--- src/rtl/alu_pkg.sv ---
// Shared ALU definitions: operation codes, RV32I opcodes, issue FSM states and issue payload.
// Pure declarations, no timing. No handshake of its own.
// Used by the decode, issue and ALU blocks alike.
package alu_pkg;

  typedef enum logic [3:0] {
    ALU_ADD  = 4'b0000,
    ALU_SUB  = 4'b0001,
    ALU_SLL  = 4'b0010,
    ALU_SLT  = 4'b0011,
    ALU_SLTU = 4'b0100,
    ALU_XOR  = 4'b0101,
    ALU_SRL  = 4'b0110,
    ALU_SRA  = 4'b0111,
    ALU_OR   = 4'b1000,
    ALU_AND  = 4'b1001,
    ALU_SGE  = 4'b1010,
    ALU_SGEU = 4'b1011
  } alu_ctrl_e;

  localparam logic [6:0] OPC_OP     = 7'b0110011;
  localparam logic [6:0] OPC_OP_IMM = 7'b0010011;
  localparam logic [6:0] OPC_BRANCH = 7'b1100011;
  localparam logic [6:0] OPC_LUI    = 7'b0110111;
  localparam logic [6:0] OPC_AUIPC  = 7'b0010111;
  localparam logic [6:0] OPC_JAL    = 7'b1101111;
  localparam logic [6:0] OPC_JALR   = 7'b1100111;
  localparam logic [6:0] OPC_LOAD   = 7'b0000011;
  localparam logic [6:0] OPC_STORE  = 7'b0100011;

  typedef enum logic [1:0] {
    ST_EMPTY = 2'd0,
    ST_ONE   = 2'd1,
    ST_TWO   = 2'd2
  } state_e;

  typedef struct packed {
    logic [31:0] alu_a;
    logic [31:0] alu_b;
    alu_ctrl_e   alu_control;
    logic        illegal;
  } issue_t;

  // Register-register funct3 table; alt selects SUB/SRA.
  function automatic alu_ctrl_e op_fn(input logic [2:0] f3, input logic alt);
    case (f3)
      3'b000:  op_fn = alt ? ALU_SUB : ALU_ADD;
      3'b001:  op_fn = ALU_SLL;
      3'b010:  op_fn = ALU_SLT;
      3'b011:  op_fn = ALU_SLTU;
      3'b100:  op_fn = ALU_XOR;
      3'b101:  op_fn = alt ? ALU_SRA : ALU_SRL;
      3'b110:  op_fn = ALU_OR;
      default: op_fn = ALU_AND;
    endcase
  endfunction

endpackage

--- src/rtl/alu_op_issue_if.sv ---
// Decoded-instruction input and ALU-operand output handshake bundle.
// slave = issue block view, master = producer/consumer view.
interface alu_op_issue_if;
  logic        in_valid;
  logic        in_ready;
  logic [6:0]  opcode;
  logic [2:0]  funct3;
  logic        funct7_5;
  logic [31:0] rs1_data;
  logic [31:0] rs2_data;
  logic [31:0] imm;
  logic [31:0] pc;
  logic        flush;
  logic        out_valid;
  logic        out_ready;
  logic [31:0] alu_a;
  logic [31:0] alu_b;
  logic [3:0]  alu_control;
  logic        illegal;

  modport slave (
    input  in_valid, opcode, funct3, funct7_5, rs1_data, rs2_data, imm, pc, flush, out_ready,
    output in_ready, out_valid, alu_a, alu_b, alu_control, illegal
  );

  modport master (
    output in_valid, opcode, funct3, funct7_5, rs1_data, rs2_data, imm, pc, flush, out_ready,
    input  in_ready, out_valid, alu_a, alu_b, alu_control, illegal
  );
endinterface

--- src/rtl/alu_op_decode.sv ---
// Maps RV32I opcode/funct fields to ALU operands and operation code.
// Combinational, zero latency. No handshake.
// Unsupported combinations yield illegal=1 with zeroed operands.
module alu_op_decode
  import alu_pkg::*;
(
  input  logic [6:0]  opcode,
  input  logic [2:0]  funct3,
  input  logic        funct7_5,
  input  logic [31:0] rs1_data,
  input  logic [31:0] rs2_data,
  input  logic [31:0] imm,
  input  logic [31:0] pc,
  output issue_t      dec
);

  always_comb begin
    dec.alu_a       = '0;
    dec.alu_b       = '0;
    dec.alu_control = ALU_ADD;
    dec.illegal     = 1'b0;
    case (opcode)
      OPC_OP: begin
        dec.alu_a       = rs1_data;
        dec.alu_b       = rs2_data;
        dec.alu_control = op_fn(funct3, funct7_5);
      end
      OPC_OP_IMM: begin
        // Immediate form has no SUB; bit 30 only distinguishes SRAI.
        dec.alu_a       = rs1_data;
        dec.alu_b       = imm;
        dec.alu_control = op_fn(funct3, funct7_5 & (funct3 == 3'b101));
      end
      OPC_BRANCH: begin
        dec.alu_a = rs1_data;
        dec.alu_b = rs2_data;
        case (funct3)
          3'b000, 3'b001: dec.alu_control = ALU_SUB;
          3'b100:         dec.alu_control = ALU_SLT;
          3'b101:         dec.alu_control = ALU_SGE;
          3'b110:         dec.alu_control = ALU_SLTU;
          3'b111:         dec.alu_control = ALU_SGEU;
          default: begin
            dec.alu_a   = '0;
            dec.alu_b   = '0;
            dec.illegal = 1'b1;
          end
        endcase
      end
      OPC_LUI: begin
        dec.alu_b = imm;
      end
      OPC_AUIPC, OPC_JAL: begin
        dec.alu_a = pc;
        dec.alu_b = imm;
      end
      OPC_JALR, OPC_LOAD, OPC_STORE: begin
        dec.alu_a = rs1_data;
        dec.alu_b = imm;
      end
      default: dec.illegal = 1'b1;
    endcase
  end

endmodule

--- src/rtl/alu_op_issue.sv ---
// Registers decoded ALU operands between decode and execute, in arrival order.
// Latency 1 cycle. SKID_EN=1: 2-entry skid with registered in_ready; SKID_EN=0: 1 entry, in_ready = !out_valid | out_ready.
// flush empties everything next cycle and drops a same-cycle accept.
module alu_op_issue
  import alu_pkg::*;
#(
  parameter bit SKID_EN = 1'b1
) (
  input logic          clk,
  input logic          rst_n,
  alu_op_issue_if.slave bus
);

  issue_t dec;
  issue_t out_q, out_d;
  issue_t skid_q, skid_d;
  state_e state_q, state_d;
  logic   rdy_q, rdy_d;
  logic   accept, transfer;

  alu_op_decode u_dec (
    .opcode   (bus.opcode),
    .funct3   (bus.funct3),
    .funct7_5 (bus.funct7_5),
    .rs1_data (bus.rs1_data),
    .rs2_data (bus.rs2_data),
    .imm      (bus.imm),
    .pc       (bus.pc),
    .dec      (dec)
  );

  // rdy_q is held low in reset so in_ready reads 0 until the first edge afterwards.
  assign bus.out_valid = (state_q != ST_EMPTY);
  assign bus.in_ready  = SKID_EN ? rdy_q : (rdy_q & (~bus.out_valid | bus.out_ready));
  assign accept        = bus.in_valid & bus.in_ready;
  assign transfer      = bus.out_valid & bus.out_ready;

  assign bus.alu_a       = out_q.alu_a;
  assign bus.alu_b       = out_q.alu_b;
  assign bus.alu_control = out_q.alu_control;
  assign bus.illegal     = out_q.illegal;

  always_ff @(posedge clk or negedge rst_n) begin
    if (!rst_n) begin
      state_q <= ST_EMPTY;
      out_q   <= '0;
      skid_q  <= '0;
      rdy_q   <= 1'b0;
    end else begin
      state_q <= state_d;
      out_q   <= out_d;
      skid_q  <= skid_d;
      rdy_q   <= rdy_d;
    end
  end

  always_comb begin
    state_d = state_q;
    out_d   = out_q;
    skid_d  = skid_q;
    case (state_q)
      ST_EMPTY: begin
        if (accept) begin
          state_d = ST_ONE;
          out_d   = dec;
        end
      end
      ST_ONE: begin
        if (accept && transfer) begin
          out_d = dec;
        end else if (accept) begin
          state_d = ST_TWO;
          skid_d  = dec;
        end else if (transfer) begin
          state_d = ST_EMPTY;
        end
      end
      ST_TWO: begin
        if (transfer) begin
          state_d = ST_ONE;
          out_d   = skid_q;
        end
      end
      default: state_d = ST_EMPTY;
    endcase
    if (bus.flush) begin
      state_d = ST_EMPTY;
    end
    rdy_d = SKID_EN ? (state_d != ST_TWO) : 1'b1;
  end

endmodule

--- src/flat_wrapper.sv ---
// flat-port wrapper written by rule: the top's interface ports become plain ports
module alu_op_issue_flat import alu_pkg::*;
#(
  parameter bit SKID_EN = 1'b1
)
  (clk, rst_n, bus_in_valid, bus_opcode, bus_funct3, bus_funct7_5, bus_rs1_data, bus_rs2_data, bus_imm, bus_pc, bus_flush, bus_out_ready, bus_in_ready, bus_out_valid, bus_alu_a, bus_alu_b, bus_alu_control, bus_illegal);
  alu_op_issue_if bus_i ();
  input logic clk;
  input logic rst_n;
  input wire logic [$bits(bus_i.in_valid)-1:0] bus_in_valid;
  input wire logic [$bits(bus_i.opcode)-1:0] bus_opcode;
  input wire logic [$bits(bus_i.funct3)-1:0] bus_funct3;
  input wire logic [$bits(bus_i.funct7_5)-1:0] bus_funct7_5;
  input wire logic [$bits(bus_i.rs1_data)-1:0] bus_rs1_data;
  input wire logic [$bits(bus_i.rs2_data)-1:0] bus_rs2_data;
  input wire logic [$bits(bus_i.imm)-1:0] bus_imm;
  input wire logic [$bits(bus_i.pc)-1:0] bus_pc;
  input wire logic [$bits(bus_i.flush)-1:0] bus_flush;
  input wire logic [$bits(bus_i.out_ready)-1:0] bus_out_ready;
  output wire logic [$bits(bus_i.in_ready)-1:0] bus_in_ready;
  output wire logic [$bits(bus_i.out_valid)-1:0] bus_out_valid;
  output wire logic [$bits(bus_i.alu_a)-1:0] bus_alu_a;
  output wire logic [$bits(bus_i.alu_b)-1:0] bus_alu_b;
  output wire logic [$bits(bus_i.alu_control)-1:0] bus_alu_control;
  output wire logic [$bits(bus_i.illegal)-1:0] bus_illegal;
  assign bus_i.in_valid = bus_in_valid;
  assign bus_i.opcode = bus_opcode;
  assign bus_i.funct3 = bus_funct3;
  assign bus_i.funct7_5 = bus_funct7_5;
  assign bus_i.rs1_data = bus_rs1_data;
  assign bus_i.rs2_data = bus_rs2_data;
  assign bus_i.imm = bus_imm;
  assign bus_i.pc = bus_pc;
  assign bus_i.flush = bus_flush;
  assign bus_i.out_ready = bus_out_ready;
  assign bus_in_ready = bus_i.in_ready;
  assign bus_out_valid = bus_i.out_valid;
  assign bus_alu_a = bus_i.alu_a;
  assign bus_alu_b = bus_i.alu_b;
  assign bus_alu_control = bus_i.alu_control;
  assign bus_illegal = bus_i.illegal;
  alu_op_issue #(.SKID_EN(SKID_EN)) u_core (.clk(clk), .rst_n(rst_n), .bus(bus_i));
endmodule
--- config.mk ---
export PLATFORM = sky130hd
export DESIGN_NAME = alu_op_issue_flat
export DESIGN_NICKNAME = d
export VERILOG_FILES = /design/src/rtl/alu_pkg.sv /design/src/rtl/alu_op_issue_if.sv /design/src/rtl/alu_op_decode.sv /design/src/rtl/alu_op_issue.sv /design/src/flat_wrapper.sv
export SDC_FILE = /design/constraint.sdc
export NUM_CORES = 1
export LEC_CHECK = 0
export BUFFER_PORTS_ARGS = -buffer_cell sky130_fd_sc_hd__buf_4
export CAP_MARGIN = 10
export CORE_MARGIN = 1
export CORE_UTILIZATION = 39
export CTS_BUF_LIST = sky130_fd_sc_hd__clkbuf_8
export DETAILED_ROUTE_END_ITERATION = 16
export SKIP_LAST_GASP = 1
export SLEW_MARGIN = 20
export SYNTH_ARGS = -nofsm -noshare
export SYNTH_HDL_FRONTEND = slang
export SYNTH_SLANG_ARGS = --single-unit
--- constraint.sdc ---
create_clock -name clk -period 3.9 [get_ports clk]
set_clock_uncertainty 0.05 [all_clocks]
set_input_delay 0.585 -clock clk [delete_from_list [all_inputs] [get_ports clk]]
set_output_delay 0.585 -clock clk [all_outputs]
set_load 0.1 [all_outputs]
==> run_results.csv <==
group,metric,value,unit
setup_path,path_cells,"buf_4 > or2_2 > buf_4",
power,power_leakage,3.860,nW
logic_synthesis,avgSynthCellArea,9.489,sq um
clocking,post-cts-setup-buffers,0,
setup_path,crit_cells,3,
clocking,root_buffer,"clkbuf_8",
logic_synthesis,ys_ff_latch,141,
setup_path,critPathMostFrequentCell,"buf_4",
clocking,postCtsResizedCells,0,
global_routing,met2_usage,0.3774,
logic_synthesis,async_flop_share,1.000,
placement,dpl_worst_slack,1.047,ns
sta,finalSetupViolations,0,
setup_path,worstPathArrival,2.00,ns
sta,layout_setup_ws,1.268,ns
clocking,worstSkewPairLatency,0.45,ns
routing,drtPass1Iterations,5,
setup_path,ff2ff_path_depth,5,
placement,dp.final_hpwl,14230,um
final_layout,layout_commonest_cell,"buf_4",
sta,tightest_slew,0.9683,ns
routing,postRouteAntennaNets,0,
global_routing,gr-max-usage-layer,"met2",
clocking,h-tree-depth,4,
final_layout,diodes,0,
global_routing,antenna_found_initial,0,
logic_synthesis,synthFlopType,"dfrtp_1",
sta,clock.fmax,379.9,MHz
clocking,clockBufferDepth,2,
floorplanning,fp.coreArea,17960,sq um
final_layout,nets,1065,
floorplanning,die_h,137.4,um
setup_path,critPathTopFamily,"buffers and inverters",
logic_synthesis,netlist_area,7154,sq um
floorplanning,io_pins,215,
sta,final-hold-violation-count,0,
global_routing,first_global_vias,6645,
setup_path,cp_num_buf_inv,2,
placement,place_congestion,0.8021,
power,powerDensity,515.4,nW/um^2
logic_synthesis,postSynthNetCount,898,
global_routing,overflow,0,
clocking,cts_hold_buf,0,
setup_path,crit_path_start_kind,"flip-flop",
logic_synthesis,synth_cells,754,
setup_path,crit_path_end_kind,"primary output",
status,status,"complete, no violations",
worst_hold_path,hp-class,"input pin to asynchronous set/reset pin",
setup_path,required,3.26,ns
floorplanning,initial_utilization,0.3983,
logic_synthesis,synth_edf_count,0,
routing,drt_iter0_drc,541,
placement,placed_cell_area,8917,sq um
sta,period_share,0.6749,
floorplanning,fp.dieW,137.4,um
setup_path,critPathMaxStageDelay,0.58,ns
clocking,cts_buffers,17,
final_layout,drive_above_1_share,0.3483,
final_layout,final_area,9311,sq um
logic_synthesis,synth-warning-count,0,
setup_path,slowest_stage,"dfrtp_2",
logic_synthesis,netlist-cell-type-count,49,
global_routing,grt.total_usage,0.2451,
final_layout,postLayoutCoreUtil,0.5184,
sta,rsz0062_at_grt,"no",
floorplanning,rows,49,
final_layout,final_cell_mix,"buf_4, dfrtp_1, a31oi_1, nor2_1, o21ai_0",
global_routing,grtUsageMet1,0.3429,
routing,num_vias,6950,
floorplanning,die_area,18890,sq um
routing,via_per_inst,5.981,
final_layout,fill_cells,1696,
routing,routed_wl,23070,um
sta,min_period,2.632,ns
sta,slew_viol_final,0,
routing,remaining_drc_errors,0,
setup_path,worstPathMaxFanout,46,
final_layout,area_delta_synth_final,30.15,%
placement,port_buffers,214,
logic_synthesis,ys_seq_area_frac,0.4932,
routing,wl_per_cell,19.85,um
global_routing,grt_max_degree,107,
sta,slew_headroom,0.3545,
run,cap_violations,0,
clocking,cts_tree,"built",
clocking,clk_pin_slew,0.08,ns
sta,fin_setup_tns,0,ns
setup_path,critPathKind,"flip-flop to primary output",
power,peakVddDrop,0.0002825,V
clocking,clock_sinks,141,
global_routing,grt_pass1_wl,35420,um
global_routing,grtUsageMet3,0.05040,
==> cell families (layout without fill, tap and decap cells) <==
kind of cell    count (synthesis)  in the layout  synth area share
mux                             2              2          0.002798
xor+xnor                        1              1          0.001224
compound gates                225            225            0.2032
simple gates                  296            296            0.2489
flops                         141            141            0.4932
buf+inv                        89            268           0.05072
==> stage by stage <==
stage	power (W)	hold WS, ns	std cells
5_1_grt	0.005003	0.2267	1162
3_5_place_dp	0.003629	0.4204	1131
3_3_place_gp	0.003611	0.4070	1130
6_report	0.004799	0.1634	1162
4_1_cts	0.004825	0.2143	1162
2_1_floorplan	0.003122	0.2394	754
==> sequential cells by signal, summed over array words and instances, names as in the netlist <==
name                    flops
u_core.bus.alu_a           32
u_core.bus.illegal          1
u_core.bus.alu_control      4
u_core.skid_q              69
u_core.bus.alu_b           32
u_core.bus.in_ready         1
u_core.state_q              2
==> worst register-to-register path, delay by kind of cell (launching register included) <==
| kind | cells | cell delay [ns] |
|---|---|---|
| and+or+nand+nor | 2 | 1.08 |
| buffers and inverters | 1 | 0.30 |
| AOI/OAI and AO/OA | 2 | 0.17 |
| DFF | 1 | 0.54 |
==> power by group <==
part / total [W] / internal (W) / switching, W
clock network: 0.00120 / 0.000649 / 0.000549
logic: 0.00167 / 0.000446 / 0.00122
registers: 0.00193 / 0.00177 / 0.000165
==> area by class of cell <==
type	instances	area (sq um)	share of cell area
well taps	229	286.5	0.03077
multi-input cells	524	3294	0.3538
repair buffers	232	1787	0.1919
clock inverters	12	132.6	0.01424
flip-flops and latches	141	3531	0.3792
inverters	5	18.77	0.002016
clock buffers	19	261.5	0.02808
==> cell usage after synthesis, drive strengths merged (5+ instances only) <==
master / count / area [sq um]
a32oi: 9 / 78.83
clkbuf: 61 / 229.0
or4b: 57 / 574.3
nand2: 33 / 123.9
nor2: 86 / 322.8
nand4: 64 / 400.4
a31oi: 110 / 688.2
nand2b: 8 / 50.05
dfrtp: 141 / 3528
o21ai: 67 / 335.3
nand3: 26 / 130.1
a221oi: 9 / 122.6
buf: 23 / 115.1
a21oi: 14 / 81.33
inv: 5 / 18.77
==> layer usage <==
metal	routed length, um	vias to the layer above
li1	-	3228
met1	10620	3395
met5	0	-
met4	429	0
met3	1617	27
met2	10400	300
==> worst paths after layout <==
kind / from / to / slack [ns]
setup / recovery: u_core.state_q[0]$_DFF_PN0_ / bus_out_valid / 1.27
hold / removal: rst_n / u_core.bus.alu_a[19]$_DFFE_PN0P_ / 0.16
setup reg to reg: u_core.state_q[0]$_DFF_PN0_ / u_core.bus.alu_b[14]$_DFFE_PN0P_ / 1.62
hold reg to reg: u_core.skid_q[0]$_DFFE_PN0P_ / u_core.skid_q[0]$_DFFE_PN0P_ / 0.44
max in group asynchronous: rst_n / u_core.bus.alu_b[4]$_DFFE_PN0P_ / 2.68
min in group clk: bus_flush / u_core.state_q[0]$_DFF_PN0_ / 0.24
Note: power is estimated with default switching activity, not from simulation.
